<file path="src/rtl/commit_monitor.sv">
// Purpose    : retirement monitor; counts RUN/DRAIN cycles and retired instructions,
//              detects the halt write (HALT_VAL to x[HALT_REG]), drains, then flags done/timeout.
// Latency    : every output is registered; effects of inputs sampled at edge k are visible after edge k.
// Backpressure: none; this is a passive observer, so commits are never stalled.
//
// Ports:
//   clk, rst_n         : clock (rising edge), asynchronous active-low reset
//   start              : single-cycle arm/restart pulse (honoured in IDLE, DONE, TIMEOUT)
//   commit_valid/we    : per-lane retire / architectural-write flags
//   commit_rd/data     : per-lane destination (5 bits) and write value (32 bits), lane i at [i*W +: W]
//   cycle_cnt/instr_cnt: saturating counters of RUN+DRAIN cycles and retired instructions
//   halt_cycle/instr   : counter snapshot taken on the halting edge
//   state              : IDLE=0, RUN=1, DRAIN=2, DONE=3, TIMEOUT=4
//   done/timeout       : high while in DONE / TIMEOUT
module commit_monitor #(
   parameter int          COMMIT_WIDTH = 2,
   parameter int          CNT_WIDTH    = 32,
   parameter int          HALT_REG     = 31,
   parameter logic [31:0] HALT_VAL     = 32'h000000FF,
   parameter int          MAX_CYCLES   = 2000,
   parameter int          DRAIN_CYCLES = 10
) (
   input  logic                      clk,
   input  logic                      rst_n,
   input  logic                      start,
   input  logic [COMMIT_WIDTH-1:0]   commit_valid,
   input  logic [COMMIT_WIDTH-1:0]   commit_we,
   input  logic [COMMIT_WIDTH*5-1:0] commit_rd,
   input  logic [COMMIT_WIDTH*32-1:0] commit_data,
   output logic [CNT_WIDTH-1:0]      cycle_cnt,
   output logic [CNT_WIDTH-1:0]      instr_cnt,
   output logic [CNT_WIDTH-1:0]      halt_cycle,
   output logic [CNT_WIDTH-1:0]      halt_instr,
   output logic [2:0]                state,
   output logic                      done,
   output logic                      timeout
);

   localparam int N_W   = $clog2(COMMIT_WIDTH + 1);
   localparam int DRN_W = $clog2(DRAIN_CYCLES + 1);

   typedef enum logic [2:0] {
      S_IDLE    = 3'd0,
      S_RUN     = 3'd1,
      S_DRAIN   = 3'd2,
      S_DONE    = 3'd3,
      S_TIMEOUT = 3'd4
   } state_t;

   state_t               r_state;
   logic [CNT_WIDTH-1:0] r_cycle_cnt;
   logic [CNT_WIDTH-1:0] r_instr_cnt;
   logic [CNT_WIDTH-1:0] r_halt_cycle;
   logic [CNT_WIDTH-1:0] r_halt_instr;
   logic [DRN_W-1:0]     r_drain_cnt;
   logic                 r_done;
   logic                 r_timeout;

   state_t               w_nxt_state;
   logic [CNT_WIDTH-1:0] w_nxt_cycle;
   logic [CNT_WIDTH-1:0] w_nxt_instr;
   logic [CNT_WIDTH-1:0] w_nxt_halt_cycle;
   logic [CNT_WIDTH-1:0] w_nxt_halt_instr;
   logic [DRN_W-1:0]     w_nxt_drain;

   logic                 w_hit;
   logic [N_W-1:0]       w_n;
   logic [CNT_WIDTH-1:0] w_cycle_inc;
   logic [CNT_WIDTH-1:0] w_instr_inc;
   logic                 w_wdog;

   // Add with clamp at all-ones; one spare bit catches the carry out.
   function automatic logic [CNT_WIDTH-1:0] sat_add(input logic [CNT_WIDTH-1:0] a,
                                                    input logic [N_W-1:0]       b);
      logic [CNT_WIDTH:0] s;
      s = {1'b0, a} + (CNT_WIDTH+1)'(b);
      return s[CNT_WIDTH] ? '1 : s[CNT_WIDTH-1:0];
   endfunction

   // Halt detection and retire popcount. HALT_REG==0 can never signal completion
   // because x0 is hardwired, so the hit is suppressed outright in that case.
   always_comb begin
      w_hit = 1'b0;
      w_n   = '0;
      for (int i = 0; i < COMMIT_WIDTH; i++) begin
         w_n = w_n + N_W'(commit_valid[i]);
         if ((HALT_REG != 0) && commit_valid[i] && commit_we[i] &&
             (commit_rd[i*5 +: 5] == 5'(HALT_REG)) &&
             (commit_data[i*32 +: 32] == HALT_VAL))
            w_hit = 1'b1;
      end
   end

   assign w_cycle_inc = sat_add(r_cycle_cnt, N_W'(1));
   assign w_instr_inc = sat_add(r_instr_cnt, w_n);
   // Compared on the unclamped sum in a wide domain so a MAX_CYCLES beyond the
   // counter range can never alias onto a truncated value.
   assign w_wdog      = (64'(r_cycle_cnt) + 64'd1) == 64'(MAX_CYCLES);

   always_comb begin
      w_nxt_state      = r_state;
      w_nxt_cycle      = r_cycle_cnt;
      w_nxt_instr      = r_instr_cnt;
      w_nxt_halt_cycle = r_halt_cycle;
      w_nxt_halt_instr = r_halt_instr;
      w_nxt_drain      = r_drain_cnt;
      case (r_state)
         S_IDLE, S_DONE, S_TIMEOUT: begin
            if (start) begin
               w_nxt_state      = S_RUN;
               w_nxt_cycle      = '0;
               w_nxt_instr      = '0;
               w_nxt_halt_cycle = '0;
               w_nxt_halt_instr = '0;
               w_nxt_drain      = '0;
            end
         end
         S_RUN: begin
            w_nxt_cycle = w_cycle_inc;
            w_nxt_instr = w_instr_inc;
            // Hit has priority over the watchdog on the same edge.
            if (w_hit) begin
               w_nxt_state      = S_DRAIN;
               w_nxt_halt_cycle = w_cycle_inc;
               w_nxt_halt_instr = w_instr_inc;
               w_nxt_drain      = '0;
            end else if (w_wdog) begin
               w_nxt_state = S_TIMEOUT;
            end
         end
         S_DRAIN: begin
            w_nxt_cycle = w_cycle_inc;
            w_nxt_instr = w_instr_inc;
            w_nxt_drain = r_drain_cnt + DRN_W'(1);
            if (r_drain_cnt == DRN_W'(DRAIN_CYCLES - 1))
               w_nxt_state = S_DONE;
         end
         default: w_nxt_state = S_IDLE;
      endcase
   end

   always_ff @(posedge clk or negedge rst_n) begin
      if (!rst_n) begin
         r_state      <= S_IDLE;
         r_cycle_cnt  <= '0;
         r_instr_cnt  <= '0;
         r_halt_cycle <= '0;
         r_halt_instr <= '0;
         r_drain_cnt  <= '0;
         r_done       <= 1'b0;
         r_timeout    <= 1'b0;
      end else begin
         r_state      <= w_nxt_state;
         r_cycle_cnt  <= w_nxt_cycle;
         r_instr_cnt  <= w_nxt_instr;
         r_halt_cycle <= w_nxt_halt_cycle;
         r_halt_instr <= w_nxt_halt_instr;
         r_drain_cnt  <= w_nxt_drain;
         r_done       <= (w_nxt_state == S_DONE);
         r_timeout    <= (w_nxt_state == S_TIMEOUT);
      end
   end

   assign cycle_cnt  = r_cycle_cnt;
   assign instr_cnt  = r_instr_cnt;
   assign halt_cycle = r_halt_cycle;
   assign halt_instr = r_halt_instr;
   assign state      = r_state;
   assign done       = r_done;
   assign timeout    = r_timeout;

endmodule

</file>
<file path="config.mk">
export PLATFORM = sky130hd
export DESIGN_NAME = commit_monitor
export DESIGN_NICKNAME = d
export VERILOG_FILES = /design/src/rtl/commit_monitor.sv
export SDC_FILE = /design/constraint.sdc
export NUM_CORES = 1
export LEC_CHECK = 0
export CORE_MARGIN = 8
export CORE_UTILIZATION = 35
export DETAILED_ROUTE_END_ITERATION = 7
export SLEW_MARGIN = 10
export SYNTH_ARGS = -nofsm -noshare
export SYNTH_HDL_FRONTEND = slang
export SYNTH_SLANG_ARGS = --single-unit
</file>
<file path="constraint.sdc">
create_clock -name clk -period 3.5 [get_ports clk]
set_input_delay 0.35 -clock clk [delete_from_list [all_inputs] [get_ports clk]]
set_output_delay 0.35 -clock clk [all_outputs]
set_load 0.05 [all_outputs]
</file>
==> summary.md, run 1 <==
| Metric | Value |
|---|---|
| Unrepaired setup endpoints after global routing | no |
| Post-Route WL | approximately 26 mm |
| Largest net degree at the start of global routing | ~110 |
| Clock Skews | about 0.0098 ns |
| CP Max Fanout | 27 |
| Critical R2R Capture | timeout$_DFF_PN0_ |
| # IOs | approximately 210 |
| Setup_tns | 0 ns |
| H-tree Lvls | 4 |
| Vias | just under 8000 |
| Post-Syn Area | 0.00779 mm^2 |
| Minimum clock period | between 3 and 4 ns |
| Clock Latency Late Sink | about 0.43 ns |
| DP HPWL | around 19 mm |
| DR top layer | met4 |
| Syn nets | approximately 1000 |
| P_int | approximately 3.2 mW |
| Vias per inst | ~5.5 |
| Cell variety after synth | 55 |
| Diode count | 0 |
| Pleak | 4.66 nW |
| Flop pwr share | 0.392 |
| Crit Path Class | input port to flop |
| Worst setup margin | approximately 0.50 ns |
| Final hold vios | 0 |
| Slew Limit Headroom | 0.302 |
| Post-CTS Setup Bufs | 0 |
| Worst vdd ir | approximately 230 uV |
| Final period util | 0.858 |
| Clk root buf | clkbuf_16 |
| WL met2 | 12.0 mm |
| Clock group share of total power | 0.424 |
| Critical R2R Launch | cycle_cnt[4]$_DFFE_PN0P_ |
| Reg2Reg Setup Slack | between 0.5 and 0.6 ns |
| CTS tree | built |
| Clock sinks | roughly 140 |
| Async SR Flop Fraction | 1.00 |
| Cts hold-fix bufs | 0 |
| TritonCTS Buffers | 17 |
| Area grow syn2layout | 40.1% |
| Share of the synthesized area in the top cell type | 0.440 |
| Count of pins over their slew limit | 0 |
| Max Cap Violations | 0 |
| CP endpoint kind | flop |
| Die W | 165 um |
| Final nets | approximately 1200 |
| Initial DRC count | 500 |
| Clk pin slew, worst setup/hold paths | 0.06 ns |
| Vias in the first global route | roughly 7600 |
| WHS | around 0.05 ns |
| WL per Instance | between 15 and 20 um |
| Worst EP arrival | roughly 3.3 ns |
| Drt drc | 0 |
| Place WS | 0.0246 ns |
| GRT Residual Overflow | 0 |
| DRT antenna net count | 0 |
| Port bufs | around 210 |
| Total Routing Usage GR | 0.197 |
| Syn Inst Count | approximately 920 |
| Fraction of layout cells with a size suffix above 1 | 0.0718 |
| Quantity of gates resized following cts | 0 |
| Worst-Margin Slew | ~1.0 ns |
| Sw Share | 0.298 |
| Routed met1 length | 11.9 mm |
| Largest area contributor in the netlist | dfrtp_1 |
| CORE AREA | between 0.02 and 0.025 mm^2 |
| DRT Pass-1 Iters | 5 |
| Status | completed |
| DIE AREA | approximately 0.027 mm^2 |
| Reg2reg path depth | 7 |
| Clock Tree Buf Depth | 2 |
| Main synth FF type | dfrtp_1 |
| Synthesis-stage register bit count | about 140 |
| Crit path launch type | input port |
| Syn Area/Cell | 8.48 um^2 |
| Row cnt | 54 |
| Combinational share of power | 0.184 |
| Worst EP required | 3.81 ns |
| HP Class | input port to asynchronous set/reset pin |
| WL met3 | approximately 2.3 mm |
| GP Congestion | 0.866 |
| Fmax | about 0.33 GHz |
| Count leader, synth | nand2_1 |
| Initial antenna violation count | 0 |
| Die Ht | roughly 170 um |
| Sequential area share after synthesis | 0.440 |
| First-pass GRT wire length | roughly 42 mm |
| PwrDens | about 420 mW/mm^2 |
| Synth top area cells | dfrtp_1 (44%), nand2_1 (7.4%), o21ai_0 (7.3%) |
| Endpoints failing setup | 0 |
| Yosys Warn Count | 0 |
| Starting Density | 0.357 |
| P_sw | about 1.4 mW |
| Post-synth EDFFs | 0 |
| Post-synth top cells | nand2_1 (153), dfrtp_1 (137), o21ai_0 (113) |
[sequential cells by signal (all words and copies together), names as in the netlist]
name         count
halt_cycle      32
timeout          1
done             1
state            3
halt_instr      32
instr_cnt       32
r_drain_cnt      4
cycle_cnt       32
[cells by family (layout without fill, tap and decap cells)]
group | after synthesis | count (layout) | share of synthesized area
buf+inv | 96 | 305 | 0.0532
flops | 137 | 137 | 0.440
simple gates | 386 | 386 | 0.244
xor+xnor | 48 | 48 | 0.0540
mux | 7 | 7 | 0.00932
compound gates | 240 | 240 | 0.191
fa+ha+maj | 5 | 5 | 0.00900
[metal layers]
layer / track usage / up-vias
li1: - / 3680
met1: 0.265 / 3694
met3: 0.0563 / 28
met5: 0 / -
met4: 0.0557 / 0
met2: 0.305 / 288
[cells in the final DEF (no fill, tap or decap), types with 6 or more instances in the layout]
cell type,synthesis,final
nand2_1,153,153
inv_1,27,27
o21ai_0,113,113
or4_1,6,6
nor3_1,22,22
a22o_1,56,56
nor2_1,56,56
xor2_1,23,23
o21ai_1,13,13
and2_1,8,7
nor4_1,21,21
clkdlybuf4s50_1,0,212
and4_1,11,11
dfrtp_1,137,137
nand3_1,37,37
and3_1,15,15
a21oi_1,30,29
buf_4,1,28
or3_1,7,7
clkbuf_16,0,17
xnor2_1,25,25
nand4_1,24,24
o31ai_1,6,6
[worst max path at each step]
stage	to	slack, ns	depth (start not counted)	start
floorplan	instr_cnt[29]$_DFFE_PN0P_	0.44	11	instr_cnt[0]$_DFFE_PN0P_
global placement	halt_cycle[13]$_DFFE_PN0P_	0.09	9	commit_data[23]
detailed placement	halt_cycle[6]$_DFFE_PN0P_	0.02	9	commit_data[23]
CTS	halt_cycle[6]$_DFFE_PN0P_	0.47	9	commit_data[23]
global route	timeout$_DFF_PN0_	0.23	8	cycle_cnt[4]$_DFFE_PN0P_
finish	halt_cycle[6]$_DFFE_PN0P_	0.50	9	commit_data[23]
[power groups by stage]
stage | sequential (mW) | combinational [mW] | clock (mW)
4_1_cts | 1.77 | 0.842 | 1.95
2_1_floorplan | 1.94 | 0.334 | 0
3_5_place_dp | 1.80 | 0.839 | 0
3_3_place_gp | 1.80 | 0.825 | 0
6_report | 1.77 | 0.832 | 1.92
5_1_grt | 1.79 | 0.911 | 2.02
[area by class of cell]
class | instances | area (um^2)
inverter | 27 | 101
clock buffer | 19 | 443
tap | 280 | 350
timing repair buffer | 246 | 2440
sequential | 137 | 3430
multi-input combinational | 686 | 3970
fill | 2062 | 10900
clock inverter | 13 | 176
[critical path, stage by stage]
cell,delay (ns)
clkdlybuf4s50_1,0.39
or4_1,0.52
or4_1,0.54
or4_1,0.58
a311oi_1,0.27
buf_4,0.16
a21oi_4,0.05
buf_12,0.19
a22o_1,0.24
[through the flow]
step                total power [mW]  area, um^2  instances   util
floorplan                       2.27        7790        919      -
global placement                2.62       10300       1376  0.472
detailed placement              2.64       10300       1376  0.472
CTS                             4.57       10900       1408  0.500
global route                    4.72       10900       1408  0.500
finish                          4.53       10900       1408  0.500
Note: power is estimated with default switching activity, not from simulation.
==> run 2, diff against run 1 <==
--- a/config.mk
+++ b/config.mk
@@ -8,6 +8,7 @@
 export CORE_MARGIN = 8
 export CORE_UTILIZATION = 35
 export DETAILED_ROUTE_END_ITERATION = 7
+export PLACE_DENSITY = 0.59
 export SLEW_MARGIN = 10
 export SYNTH_ARGS = -nofsm -noshare
 export SYNTH_HDL_FRONTEND = slang
==> summary.md, run 2 (synthesis results as in run 1) <==
| Metric | Value |
|---|---|
| Core Util, Final | 0.501 (was 0.500) |
| Total Routing Usage GR | 0.198 (was 0.197) |
| Worst-Margin Slew | 0.851 ns (was 1.05 ns) |
| Quantity of gates resized following cts | 0 (unchanged) |
| Diode count | 0 (unchanged) |
| Status | finished with violations (was completed) |
| Sw Share | 0.293 (was 0.298) |
| Crit path launch type | input port (unchanged) |
| Place WS | 0.0776 ns (was 0.0246 ns) |
| Final period util | 0.851 (was 0.858) |
| WHS | -0.0125 ns (was 0.0510 ns) |
| Clock group share of total power | 0.420 (was 0.424) |
| Starting Density | 0.357 (unchanged) |
| Most used cell, CP | or4_1 (unchanged) |
| DRT Pass-1 Iters | 5 (unchanged) |
| Flop pwr share | 0.394 (was 0.392) |
| Clock sinks | 137 (unchanged) |
| Port bufs | 213 (unchanged) |
| DP HPWL | 19.3 mm (was 18.8 mm) |
| PwrDens | 412 mW/mm^2 (was 415 mW/mm^2) |
| Unrepaired setup endpoints after global routing | no (unchanged) |
| Slew Limit Headroom | 0.433 (was 0.302) |
| Cts hold-fix bufs | 0 (unchanged) |
| Initial antenna violation count | 0 (unchanged) |
| P_int | 3.18 mW (about the same) |
| Area grow syn2layout | 40.3% (was 40.1%) |
| P_sw | 1.32 mW (was 1.35 mW) |
| Post-CTS Setup Bufs | 0 (unchanged) |
| CP endpoint kind | flop (unchanged) |
| Fmax | 0.336 GHz (was 0.333 GHz) |
| Worst EP arrival | 3.28 ns (was 3.31 ns) |
| # IOs | 214 (unchanged) |
| Row cnt | 54 (unchanged) |
| Post-Route WL | 26.7 mm (was 26.5 mm) |
| Crit Path Class | input port to flop (unchanged) |
| Vias in the first global route | 7465 (was 7584) |
| Crit path max-delay cell type | or4_1 (unchanged) |
| WP buf/inv | 3 (unchanged) |
| Clock Tree Buf Depth | 2 (unchanged) |
| Pleak | 4.67 nW (was 4.66 nW) |
| Commonest non-fill, non-tap cell in the layout | clkdlybuf4s50_1 (unchanged) |
| Worst setup margin | 0.522 ns (was 0.495 ns) |
| Most frequent cells in the layout | clkdlybuf4s50_1 (212), nand2_1 (153), dfrtp_1 (137) (unchanged) |
| Delay-heaviest family, CP | simple AND/OR/NAND/NOR gates (unchanged) |
| Minimum clock period | 2.98 ns (was 3.00 ns) |
| Max Cap Violations | 0 (unchanged) |
| Setup_tns | 0 ns (unchanged) |
| First-pass GRT wire length | 42.1 mm (was 42.4 mm) |
| Die W | 165 um (unchanged) |
| Clock Latency Late Sink | 0.42 ns (was 0.43 ns) |
| H-tree Lvls | 4 (unchanged) |
| Vias | 7668 (was 7690) |
| Violated checks | negative hold slack |
| WL per Instance | 19.0 um (was 18.8 um) |
| Initial DRC count | 440 (was 500) |
| Drt drc | 0 (unchanged) |
| Count of pins over their slew limit | 0 (unchanged) |
| Clk pin slew, worst setup/hold paths | 0.06 ns (about the same) |
| Clk root buf | clkbuf_16 (unchanged) |
| Slowest stage delay, CP | 0.58 ns (about the same) |
| CORE AREA | 0.0218 mm^2 (unchanged) |
| Combinational share of power | 0.186 (was 0.184) |
| Worst vdd ir | 213 uV (was 226 uV) |
| Worst path cell trace | clkdlybuf4s50_1, or4_1, or4_1, or4_1, a311oi_1, buf_4, a21oi_4, buf_12, a22o_1 (unchanged) |
| Die Ht | 165 um (unchanged) |
| TritonCTS Buffers | 17 (unchanged) |
| Layout fillers | 2120 (was 2062) |
| Clock Skews | 0.00901 ns (was 0.00982 ns) |
| DRT antenna net count | 0 (unchanged) |
| CP Max Fanout | 26 (was 27) |
| HP Class | input port to asynchronous set/reset pin (unchanged) |
| Final hold vios | 3 (was 0) |
| Fraction of layout cells with a size suffix above 1 | 0.0718 (unchanged) |
| Final nets | 1203 (was 1201) |
| Vias per inst | 5.45 (was 5.46) |
| GRT Residual Overflow | 0 (unchanged) |
| Endpoints failing setup | 0 (unchanged) |
| CTS tree | built (unchanged) |
| Worst EP required | 3.80 ns (was 3.81 ns) |
| DIE AREA | 0.0273 mm^2 (unchanged) |
| Largest net degree at the start of global routing | 87 (was 106) |
| GP Congestion | 0.852 (was 0.866) |
run 2: worst register-to-register path, stage by stage, from the launching register on:
cell and delay, ns:
dfrtp_1 0.54, nand3_1 0.24, or3_1 0.55, nor3_1 0.55
xnor2_1 0.21, nand4b_1 0.14, nor4_1 0.33, buf_4 0.18
a22o_1 0.11
run 2: power by group through the flow:
stage	clock (mW)	sequential, mW	combinational [mW]
4_1_cts	1.92	1.77	0.847
3_3_place_gp	0	1.80	0.833
6_report	1.89	1.78	0.836
3_5_place_dp	0	1.80	0.845
5_1_grt	1.99	1.80	0.908
2_1_floorplan	0	1.94	0.334
run 2: metal layers:
metal	GRT usage	up-vias	routed length, um	share of wire
li1	-	3668	-	-
met1	0.263	3685	11900	0.45
met2	0.309	286	12300	0.46
met3	0.0607	29	2220	0.083
met4	0.0491	0	306	0.011
met5	0	-	0	0
run 2: path summary, 6_finish.rpt:
check / start / to / slack, ns / depth (start not counted)
worst min-delay path: rst_n / halt_instr[2]$_DFFE_PN0P_ / -0.01 / 1
worst min register to register: halt_cycle[4]$_DFFE_PN0P_ / halt_cycle[4]$_DFFE_PN0P_ / 0.46 / 2
min in group clk: halt_cycle[4]$_DFFE_PN0P_ / halt_cycle[4]$_DFFE_PN0P_ / 0.46 / 2
max in group asynchronous: rst_n / cycle_cnt[10]$_DFFE_PN0P_ / 2.59 / 2
worst max register to register: cycle_cnt[4]$_DFFE_PN0P_ / state[2]$_DFF_PN0_ / 0.59 / 8
worst max-delay path: commit_data[23] / halt_instr[22]$_DFFE_PN0P_ / 0.52 / 9
run 2: final cells by class:
class                   count  area (um^2)  share of cell area
clock buffers              23          498              0.0456
inverters                  27          101             0.00927
multi-input cells         686         3970               0.363
well taps                 280          350              0.0321
flip-flops and latches    137         3430               0.314
clock inverters             7          115              0.0105
repair buffers            248         2470               0.226
run 2: through the flow:
stage | total power, mW | instance area (um^2) | cells
final | 4.50 | 10900 | 1408
after global routing | 4.69 | 10900 | 1408
after CTS | 4.54 | 10900 | 1408
after detailed placement | 2.65 | 10300 | 1378
after global placement | 2.63 | 10300 | 1378
after floorplan | 2.27 | 7790 | 919
